## src/rtl/mac_qadapt_pkg.sv

```systemverilog
// Shared definitions for the adaptive slotted-ALOHA access controller.
// Holds the FSM state type and the default LFSR seed/tap constants.
package mac_pkg;

   localparam int unsigned QW            = 4;
   localparam logic [15:0] MAC_SEED_DEF  = 16'h4C06;
   localparam logic [15:0] LFSR_TAPS_DEF = 16'hB400;

   typedef enum logic [1:0] {
      IDLE = 2'd0,
      DRAW = 2'd1,
      WAIT = 2'd2,
      TX   = 2'd3
   } mac_state_e;

endpackage

```

## src/rtl/mac_qadapt_lfsr.sv

```systemverilog
// Fibonacci LFSR: shifts left, new LSB is the XOR of the stages selected by TAPS.
// load reloads SEED and has priority over step; reusable by other tag blocks.
module lfsr_gen #(
   parameter int unsigned W        = 16,
   parameter logic [W-1:0] TAPS    = W'(mac_pkg::LFSR_TAPS_DEF),
   parameter logic [W-1:0] SEED    = W'(mac_pkg::MAC_SEED_DEF)
) (
   input  logic         clk,
   input  logic         rst_n,
   input  logic         load,
   input  logic         step,
   output logic [W-1:0] state
);

   logic [W-1:0] state_q, state_d;
   logic         fb;

   always_comb begin
      fb      = ^(state_q & TAPS);
      state_d = state_q;
      if (load) begin
         state_d = SEED;
      end else if (step) begin
         state_d = {state_q[W-2:0], fb};
      end
   end

   always_ff @(posedge clk or negedge rst_n) begin
      if (!rst_n) begin
         state_q <= SEED;
      end else begin
         state_q <= state_d;
      end
   end

   assign state = state_q;

endmodule

```

## src/rtl/mac_qadapt.sv

```systemverilog
// Adaptive slotted-ALOHA access controller: draws a Q-bit slot per frame,
// grants modulation in that slot and adapts Q from reader feedback.
module mac_qadapt #(
   parameter int unsigned          LFSR_W    = 16,
   parameter logic [LFSR_W-1:0]    LFSR_TAPS = LFSR_W'(mac_pkg::LFSR_TAPS_DEF),
   parameter logic [LFSR_W-1:0]    MAC_SEED  = LFSR_W'(mac_pkg::MAC_SEED_DEF),
   parameter int unsigned          QW        = mac_pkg::QW,
   parameter int unsigned          Q_INIT    = 0,
   parameter int unsigned          Q_MIN     = 0,
   parameter int unsigned          Q_MAX     = 8,
   parameter int unsigned          DEC_AFTER = 4
) (
   input  logic          clk,
   input  logic          rst_n,
   input  logic          enable,
   input  logic          frame_start,
   input  logic          slot_tick,
   input  logic          fb_valid,
   input  logic          fb_collision,
   output logic          out,
   output logic          tx_done,
   output logic          busy,
   output logic [QW-1:0] q_cur,
   output logic [QW-1:0] slot_rem
);

   import mac_pkg::*;

   localparam int unsigned SW = (DEC_AFTER > 1) ? $clog2(DEC_AFTER) : 1;

   mac_state_e        state_q, state_d;
   logic [QW-1:0]     q_q, q_d;
   logic [QW-1:0]     slot_rem_q, slot_rem_d;
   logic [SW-1:0]     succ_q, succ_d;
   logic              out_q, out_d;
   logic              tx_done_q, tx_done_d;
   logic [LFSR_W-1:0] lfsr_val;
   logic [LFSR_W-1:0] draw_mask;
   logic [QW-1:0]     draw;

   lfsr_gen #(
      .W    (LFSR_W),
      .TAPS (LFSR_TAPS),
      .SEED (MAC_SEED)
   ) u_lfsr (
      .clk   (clk),
      .rst_n (rst_n),
      .load  (!enable),
      .step  (enable),
      .state (lfsr_val)
   );

   always_comb begin
      // q=0 yields an all-zero mask; draws wider than QW are truncated
      draw_mask  = (LFSR_W'(1) << q_q) - LFSR_W'(1);
      draw       = QW'(lfsr_val & draw_mask);
      state_d    = state_q;
      q_d        = q_q;
      slot_rem_d = slot_rem_q;
      succ_d     = succ_q;
      tx_done_d  = 1'b0;
      if (!enable) begin
         state_d    = IDLE;
         slot_rem_d = '0;
      end else begin
         unique case (state_q)
            IDLE: if (frame_start) state_d = DRAW;
            DRAW: begin
               slot_rem_d = draw;
               state_d    = (draw == '0) ? TX : WAIT;
            end
            WAIT: if (slot_tick) begin
               slot_rem_d = slot_rem_q - QW'(1);
               if (slot_rem_q == QW'(1)) state_d = TX;
            end
            TX: if (fb_valid) begin
               tx_done_d = 1'b1;
               state_d   = IDLE;
               if (fb_collision) begin
                  q_d    = (q_q >= QW'(Q_MAX)) ? QW'(Q_MAX) : q_q + QW'(1);
                  succ_d = '0;
               end else if (succ_q >= SW'(DEC_AFTER - 1)) begin
                  q_d    = (q_q <= QW'(Q_MIN)) ? QW'(Q_MIN) : q_q - QW'(1);
                  succ_d = '0;
               end else begin
                  succ_d = succ_q + SW'(1);
               end
            end
            default: state_d = IDLE;
         endcase
      end
      out_d = (state_d == TX);
   end

   always_ff @(posedge clk or negedge rst_n) begin
      if (!rst_n) begin
         state_q    <= IDLE;
         q_q        <= QW'(Q_INIT);
         slot_rem_q <= '0;
         succ_q     <= '0;
         out_q      <= 1'b0;
         tx_done_q  <= 1'b0;
      end else begin
         state_q    <= state_d;
         q_q        <= q_d;
         slot_rem_q <= slot_rem_d;
         succ_q     <= succ_d;
         out_q      <= out_d;
         tx_done_q  <= tx_done_d;
      end
   end

   assign out      = out_q;
   assign tx_done  = tx_done_q;
   assign busy     = (state_q != IDLE);
   assign q_cur    = q_q;
   assign slot_rem = slot_rem_q;

endmodule

```

## config.mk

```make
export PLATFORM = sky130hd
export DESIGN_NAME = mac_qadapt
export DESIGN_NICKNAME = d
export VERILOG_FILES = /design/src/rtl/mac_qadapt_pkg.sv /design/src/rtl/mac_qadapt_lfsr.sv /design/src/rtl/mac_qadapt.sv
export SDC_FILE = /design/constraint.sdc
export NUM_CORES = 1
export LEC_CHECK = 0
export ABC_AREA = 1
export BUFFER_PORTS_ARGS = -buffer_cell sky130_fd_sc_hd__buf_2
export CAP_MARGIN = 20
export CORE_MARGIN = 5
export CORE_UTILIZATION = 45
export CTS_BUF_LIST = sky130_fd_sc_hd__clkbuf_4 sky130_fd_sc_hd__clkbuf_8 sky130_fd_sc_hd__clkbuf_16
export DETAILED_ROUTE_END_ITERATION = 10
export GPL_TIMING_DRIVEN = 0
export SYNTH_ARGS = -nofsm -noshare
export SYNTH_HDL_FRONTEND = slang
export SYNTH_SLANG_ARGS = --single-unit
```

## constraint.sdc

```tcl
create_clock -name clk -period 1.7 [get_ports clk]
set_input_delay 0 -clock clk [delete_from_list [all_inputs] [get_ports clk]]
set_output_delay 0 -clock clk [all_outputs]
set_load 0.05 [all_outputs]
```

# Word-level counts from Yosys, hierarchy flattened
# Index checks and enable logic that the tools add are counted.
dict set report word_totals {
  reg_bits 30
  elab_cells 52
}
dict set report classes {
  addsub 5
  n_lt_le_gt_ge 3
  eq_ne 7
  shifts 1
  muxes 20
  bitwise_logic 1
  n_reduce_logical 8
}
# op count
set ops {}
lappend ops {{$mux W4} 6}
lappend ops {{$mux W16} 1}
lappend ops {{$reduce_xor A16 Y1} 1}
lappend ops {{$mux W2} 7}
lappend ops {{$pmux W2 S4} 1}
lappend ops {{$pmux W4 S2} 1}
lappend ops {{$sub A4 B1 Y4 const B} 2}
lappend ops {{$eq A2 B2 Y1 const B} 3}
lappend ops {{$add A4 B1 Y4 const B} 1}
lappend ops {{$and A4 B4 Y4} 1}
lappend ops {{$eq A4 B1 Y1 const B} 1}
lappend ops {{$ge A4 B4 Y1 const B} 1}
lappend ops {{$le A4 B1 Y1 const B} 1}
lappend ops {{$logic_not A4 Y1} 1}
lappend ops {{$mux W1} 4}
lappend ops {{$reduce_and A4 Y1} 1}
lappend ops {{$reduce_bool A2 Y1} 2}
lappend ops {{$shl A1 B4 Y4 const A} 1}
lappend ops {{$sub A4 B2 Y4 const B} 1}
lappend ops {{$ne A3 B1 Y1 const B} 1}
lappend ops {{$ne A3 B3 Y1 const B} 1}
lappend ops {{$reduce_and A3 Y1} 1}
lappend ops {{$add A2 B1 Y2 const B} 1}
lappend ops {{$eq A2 B1 Y1 const B} 1}
lappend ops {{other kinds (3)} 3}

# Logic depth before layout (Yosys ltp)
# Gate-level depths: netlist (run 1).
dict set report depth {
  word_depth 8
  ltp_mapped 13
}

# Hierarchy
# A second synthesis (run 1) with hierarchy kept.
dict set report hier_totals {
  hier_cells 198
  hier_area_um2 1621.6
}
# module n_inst cells_per_inst area_per_inst_um2 seq_area_each_um2
set modules_own_cells {}
lappend modules_own_cells {mac_qadapt 1 126 939.7 350.3}
lappend modules_own_cells {lfsr_gen 1 72 681.9 406.6}

# Least setup slack after synthesis (run 1)
# No wires, ideal clock.
dict set report synth_timing {
  kind {reg2reg}
  start {reg q_q[3], in the netlist q_cur[3]}
  end {reg out_q, in the netlist out}
  t_arrival_ns 1.706
  required_ns 1.629
  path_slack_ns -0.078
  stages_incl_launch_ff 14
  path_buffers 0
  cell_sequence {dfrtp_1 > nor2_4 > nand3_1 > ha_1 > inv_1 > nand2_1 > nand2_1 > nor2_1 > nand2_1 > inv_1 > nand2_1 > nand2_1 > nand2_1 > nor2_1}
}
dict set report synth_between {
  elab_chain_cells 8
}
# item line_no
set synth_lines {}
lappend synth_lines {{start: declaration} mac_qadapt.sv:32} ;# logic [QW-1:0] q_q, q_d;
lappend synth_lines {{start signal: assignment} mac_qadapt.sv:98} ;# q_q <= QW'(Q_INIT);
lappend synth_lines {{start signal: assignment} mac_qadapt.sv:105} ;# q_q <= q_d;
lappend synth_lines {{$shl A1 B4 Y4} mac_qadapt.sv:55} ;# draw_mask = (LFSR_W'(1) << q_q) - LFSR_W'(1);
lappend synth_lines {{$sub A4 B2 Y4} mac_qadapt.sv:55}
lappend synth_lines {{$and A4 B4 Y4} mac_qadapt.sv:56} ;# draw = QW'(lfsr_val & draw_mask);
lappend synth_lines {{$logic_not A4 Y1} mac_qadapt.sv:70} ;# state_d = (draw == '0) ? TX : WAIT;
lappend synth_lines {{$mux W1} mac_qadapt.sv:70}
lappend synth_lines {{$pmux W2 S4} mac_qadapt.sv:66} ;# unique case (state_q)
lappend synth_lines {{$mux W2} mac_qadapt.sv:62} ;# if (!enable) begin
lappend synth_lines {{$eq A2 B2 Y1} mac_qadapt.sv:92} ;# out_d = (state_d == TX);
lappend synth_lines {{via out_d} mac_qadapt.sv:35} ;# logic out_q, out_d;
lappend synth_lines {{end signal: assignment} mac_qadapt.sv:108} ;# out_q <= out_d;
lappend synth_lines {{end: declaration} mac_qadapt.sv:35}
# The timed path passes the listed nets, and every way through them passes these cells.
# A chain may end at the register's enable or synchronous reset.

# Worst setup path after layout (run 1)
# Same ends and word-level chain as after synthesis.

==> results of run 1 <==
-- through the flow --
step,cells,setup TNS [ns]
detailed placement,235,0
finish,254,0
global route,254,-0.207
CTS,247,0
global placement,235,0
floorplan,174,0
-- logic make-up (layout without fill, tap and decap cells) --
group / Yosys count / count (layout) / synth area share (%)
buf+inv: 34 / 70 / 8.70
xor+xnor: 3 / 3 / 1.79
simple gates: 76 / 76 / 23.3
compound gates: 25 / 25 / 9.47
fa+ha+maj: 6 / 6 / 5.12
flops: 30 / 30 / 51.6
-- metal layers --
layer	wire length [um]	up-vias	track usage (%)
met5	0	-	0
met4	21	0	5.32
met3	162	4	5.06
met2	1520	26	23.3
met1	1330	565	17.1
li1	-	611	-
-- worst max-delay path, stage by stage, from the launching register on --
cell and delay [ns]:
dfrtp_2 0.46, nor2_2 0.14, nand3_2 0.13, ha_4 0.29, inv_2 0.03, nand2_1 0.04, nand2_1 0.05, nor2_1 0.08
nand2_1 0.06, inv_1 0.05, nand2_1 0.05, nand2_1 0.07, nand2_2 0.06, nor2_2 0.08
-- placed cells by master (no fill, tap or decap), drive strengths merged --
master and instances:
o211ai 2, a21oi 8, nand2 40, dlygate4sd3 2, inv 33, nand3 9, nand4 1, dfstp 5
buf 26, clkinv 1, nor3 2, ha 6, a31oi 1, o21ai 12, dfrtp 25, clkbuf 8
or2 5, o22ai 2, xnor2 3, nor2 19
-- worst min-delay path by stage --
stage / to / slack (ns) / cells after the start
2_1_floorplan: out / -0.30 / 0
3_3_place_gp: slot_rem[1] / 0.06 / 1
3_5_place_dp: slot_rem[1] / 0.07 / 1
4_1_cts: state_q[0] / 0.003 / 5
5_1_grt: out / 0.05 / 5
6_report: slot_rem[3] / 0.02 / 4
-- power groups by stage --
stage / clock network (mW) / logic (mW) / registers [mW]
after floorplan: 0 / 0.481 / 1.08
after global placement: 0 / 0.817 / 0.906
after detailed placement: 0 / 0.839 / 0.913
after CTS: 0.484 / 0.858 / 0.898
after global routing: 0.513 / 1.13 / 0.907
final: 0.466 / 1.02 / 0.895
-- final cells by class --
type	count	share of cell area (%)
Timing Repair Buffer	28	9.63
Clock inverter	1	0.279
Clock buffer	7	3.28
Multi-Input combinational cell	110	34.1
Buffer	1	0.209
Sequential cell	30	42.5
Inverter	33	6.91
Tap cell	44	3.07
-- registers in the layout, indices dropped and copies added (netlist names) --
register / flops
u_lfsr.state: 16
q_cur: 4
slot_rem: 4
state_q: 2
succ_q: 2
out: 1
tx_done: 1
-- repair_timing --
| item | 4_1_cts | 5_1_grt |
|---|---|---|
| cloned | 0 | 0 |
| endpoints found under the hold margin | 26 | 0 |
| pin swaps | 0 | 1 |
| setup endpoints to repair | 1 | 2 |
| hold buffers | 2 | 0 |
| setup buffers | 2 | 7 |
| resized for setup | 1 | 7 |
==> results.md, run 1 <==
- Clk pin slew, worst setup/hold paths: 0.10 ns
- Worst Setup Path Type: reg -> reg
- Clk Latency, worst-skew pair: 0.34 ns
- Rows: 20
- ANT cells: 0
- Post-route DRC violation count: 0
- Drt total wl: 3.04 mm
- Psw: 0.982 mW
- Post-Syn Nets: 187
- Worst Setup SP: q_cur[3]
- Leak pwr: 0.986 nW
- Switching share of power: approximately two fifths
- Hold_sp: slot_tick
- ANT nets after route: 0
- Cell taking the most area after synthesis: dfrtp_1
- Die height: about 67 um
- Clock Path Buffers: 2
- Total track usage: 14.3%
- CP Capture Point: out
- Post-synth top cells: 36 x nand2_1, 30 x inv_1, 25 x dfrtp_1
- Synthesis-stage register bit count: 30
- Synth Warn #: 0
- WP data required: 1.97 ns
- Slew Viols, Final: 0
- DR iter-0 viols: 95
- Worst rel slew slack: 56.0%
- HP Class: in -> reg
- CTS buffer count: 5
- DR WL/cell: 12.0 um
- Clock Sink Count: 30
- Cell Pwr Density: 1330 nW/um2
- Worst Max-Slew Pin Slew: around 0.66 ns
- Peak Freq: 601 MHz
- Placed Area: 1610 um2
- PortBufs: 17
- Main flop type after synthesis: dfrtp_1
- Design Area, Final: 1790 um2
- Drt pass-1 iters: 4
- Core Box Area: 3080 um2
- Synthesis-to-finish area growth: 22.3%
- R2r endpoint: out
- First-pass GRT wire length: 4.78 mm
- Status: finished, final reports clean
- Max Cap Viol: 0
- Initial Utilization: 47.6%
- Cell internal pwr: 1.40 mW
- Final Power: ~2.4 mW
- RSZ-0062 raised after global routing: yes
- Final worst clock skew: between 0.01 and 0.015 ns
- Clock share of power: 19.6%
- Sequential cell area: 762 um2
- Hold slack: 0.0209 ns
- Hpwl dp: 2.04 mm
- Via Count: 1206
- Setup violators final: 0
- Vias per cell: between 4 and 5
- Comb power frac: 42.9%
- Vias in the first global route: 1100
- Crit path max fanout: 5
- Pin count of the biggest net entering global routing: 31
- # nets final: 222
- Count leader, synth: nand2_1
- Layout cells sized above 1: 31.9%
- Die span in x: about 67 um
- Final Hold Vio Count: 0
- Die Footprint: 4500 um2
- CTS H-tree lvls: 2
- Final worst path period share: 97.9%
- Congestion Overflow GR: 0
- Post-synthesis cell type count: 23
- Syn Std Cell Area: roughly 1500 um2
- Pre-CTS setup slack: 0.0214 ns
- R2r worst-path depth: 13
- Io pins: 18
- Nature of the critical path startpoint: flip-flop
- Initial antenna violation count: 0
- Sequential share of power: about 38%
- Syn_area_per_cell: 8.43 um2
- Synth top area cells: dfrtp_1 43%, nand2_1 9.2%, dfstp_2 9.0%
- Critical path arrival: between 1.5 and 2 ns
- CTS root buf: clkbuf_4
- TritonCTS clock tree: done
- Synth top area share: between 40% and 50%
- Final worst slack: around 0.036 ns
- Asr flop ratio synth: between 90% and 100%
- Tmin final: between 1.5 and 2 ns
- Fin util: about three fifths
- Peak VDD IR: 657 uV
- CP endpoint kind: flip-flop
- Placer Congestion: 0.928
- Filler cells: 282
- R2R setup slack: 0.04 ns
- Seq/Total Area, Yosys: 51.6%
- Post-synth EDFFs: 0
- Post-synthesis instance total: 174
- Multi-input logic area: about 610 um2
- Worst r2r src: q_cur[3]
Note: power is estimated with default switching activity, not from simulation.
==> run 2, diff against run 1 <==
==> constraint.sdc (replaced) <==
create_clock -name clk -period 1.7 [get_ports clk]
set_input_delay 0 -clock clk [delete_from_list [all_inputs] [get_ports clk]]
set_output_delay 0 -clock clk [all_outputs]
set_load 0.005 [all_outputs]
==> run 2 against run 1 <==
Compared with the run above:
- critical endpoint unchanged
- global-route usage shrank 0.56 points
- hold slack gained 0.0056 ns
- non-clock buffer count down 1
- highest routed layer unchanged
- clock power grew 25%
- wire length is 3.2% lower
- critical path type unchanged
- core utilization is 0.33 points higher
- setup slack better by 0.026 ns
- design area grew 0.56%
- sequential power shrank 0.4%
==> results.md, run 2 (synthesis results as in run 1) <==
- Critical path arrival: 1.91 ns (-0.02 ns)
- Drt total wl: 2.94 mm (-3.2%)
- Max Cap Viol: 0 (unchanged)
- Final worst path period share: 96.3% (-1.6 points)
- Io pins: 18 (unchanged)
- Clock Path Buffers: 2 (unchanged)
- R2r worst-path depth: 13 (unchanged)
- CP endpoint kind: flip-flop
- Setup violators final: 0 (unchanged)
- Clk Latency, worst-skew pair: 0.33 ns (about the same)
- Drt pass-1 iters: 4 (unchanged)
- Worst rel slew slack: 56.2% (+0.26 points)
- HP Class: in -> reg
- Final worst slack: 0.0624 ns (+0.0265 ns)
- Cell Pwr Density: 1260 nW/um2 (-5.2%)
- Met3 Usage GRT: 4.05% (-1.0 points)
- Final worst clock skew: 0.00701 ns (-0.00568 ns)
- Die height: 67.1 um (unchanged)
- Status: finished, final reports clean
- Leak pwr: 0.986 nW (about the same)
- Vias per cell: 4.79 (+0.81%)
- Clk pin slew, worst setup/hold paths: 0.10 ns (about the same)
- CTS root buf: clkbuf_4
- Setup TNS: 0 ns (unchanged)
- ANT cells: 0 (unchanged)
- Grt met2 use: 22.3% (-0.98 points)
- Clock Sink Count: 30 (unchanged)
- Post-route DRC violation count: 0 (unchanged)
- CTS H-tree lvls: 2 (unchanged)
- First-pass GRT wire length: 4.58 mm (-4.2%)
- Initial Utilization: 47.6% (unchanged)
- Design Area, Final: 1800 um2 (+0.56%)
- Core Box Area: 3080 um2 (unchanged)
- Worst Max-Slew Pin Slew: 0.657 ns (-0.00397 ns)
- Tmin final: 1.64 ns (-0.0265 ns)
- Met1 Track Usage GR: 15.5% (-1.6 points)
- Nature of the critical path startpoint: flip-flop
- Synthesis-to-finish area growth: 23.0%
- WHS Path Cells: 4 (unchanged)
- Crit path max fanout: 6 (+1)
- Filler cells: 279 (-1.1%)
- Layout cells sized above 1: 30.1% (-1.8 points)
- Pin count of the biggest net entering global routing: 31 (unchanged)
- Placer Congestion: 0.907 (-2.2%)
- ANT nets after route: 0 (unchanged)
- Die span in x: 67.1 um (unchanged)
- Initial antenna violation count: 0 (unchanged)
- Rows: 20 (unchanged)
- Hpwl dp: 1.95 mm (-4.4%)
- Congestion Overflow GR: 0 (unchanged)
- Peak VDD IR: 569 uV (-13%)
- Commonest cells after routing, fill and taps aside: 35 x nand2_1, 28 x inv_1, 22 x dfrtp_1, 17 x buf_2, 15 x nor2_1
- Cell count after placement: 235 (unchanged)
- PortBufs: 17 (unchanged)
- Layout Cells excl Fill: 253 (-0.39%)
- RSZ-0062 raised after global routing: yes
- Top Usage Layer GRT: met2
- Slew Viols, Final: 0 (unchanged)
- Pre-CTS setup slack: 0.0102 ns (-0.0111 ns)
- Die Footprint: 4500 um2 (unchanged)
- DR WL/cell: 11.6 um (-2.8%)
- DR iter-0 viols: 67 (-29%)
- Most common cell after layout, fill and taps aside: nand2_1
- # nets final: 221 (-0.45%)
- Peak Freq: 611 MHz (+1.6%)
- Total track usage: 13.7% (-0.56 points)
- WP data required: 1.97 ns (about the same)
- Via Count: 1211 (+0.41%)
- Fin util: 58.6% (+0.33 points)
- Placed Area: 1610 um2 (-0.31%)
- Max reg flops: 16 (unchanged)
- Final Hold Vio Count: 0 (unchanged)
- Worst Setup Path Type: reg -> reg
- Vias in the first global route: 1118 (+1.6%)
- CTS buffer count: 5 (unchanged)
- TritonCTS clock tree: done
run 2: what timing repair did:
action                     4_1_cts  5_1_grt
hold endpoints to repair        27        0
hold buffers                     3        0
buffers inserted                 0        7
resized for setup                1        9
pin swaps                        0        2
setup endpoints to repair        1        2
cloned                           0        0
run 2: routing by layer:
metal	vias to the layer above	share of wire (%)
met4	0	1.2
met3	4	3.9
li1	610	-
met1	571	44
met5	-	0
met2	26	51
run 2: worst paths after layout:
kind	slack [ns]	to	startpoint
worst min-delay path	0.03	state_q[1]	fb_valid
worst min register to register	0.45	u_lfsr.state[10]	u_lfsr.state[9]
max in group asynchronous	1.02	q_cur[0]	rst_n
min in group asynchronous	0.23	q_cur[2]	rst_n
worst max-delay path	0.06	out	q_cur[3]
worst max register to register	0.06	out	q_cur[3]
run 2: power breakdown:
part / switching (mW) / internal [mW]
clock: 0.258 / 0.326
sequential: 0.0775 / 0.813
combinational: 0.445 / 0.353
total: 0.781 / 1.49
run 2: through the flow:
| step | hold slack, ns | power [mW] |
|---|---|---|
| after CTS | 0.00590 | 2.14 |
| after global routing | 0.0432 | 2.44 |
| final | 0.0265 | 2.27 |
| after global placement | 0.0591 | 1.52 |
| after floorplan | -0.296 | 1.36 |
| after detailed placement | 0.0728 | 1.54 |
run 2: area by class of cell:
| cell class | instances | area [um2] | area share (%) |
|---|---|---|---|
| sequential | 30 | 761 | 42.2 |
| multi-input combinational | 110 | 609 | 33.8 |
| timing repair buffer | 27 | 168 | 9.30 |
| inverter | 33 | 124 | 6.87 |
| tap | 44 | 55.1 | 3.05 |
| clock buffer | 6 | 45.0 | 2.50 |
| clock inverter | 2 | 37.5 | 2.08 |
| buffer | 1 | 3.75 | 0.208 |
run 2: critical path, cell delays in order (launching register included):
cell and delay, ns:
dfrtp_2 0.48, nor2_2 0.13, nand3_2 0.13, ha_4 0.29, inv_2 0.03, nand2_1 0.04, nand2_1 0.05, nor2_1 0.09
nand2_1 0.05, inv_1 0.04, nand2_1 0.05, nand2_1 0.07, nand2_2 0.05, nor2_1 0.09
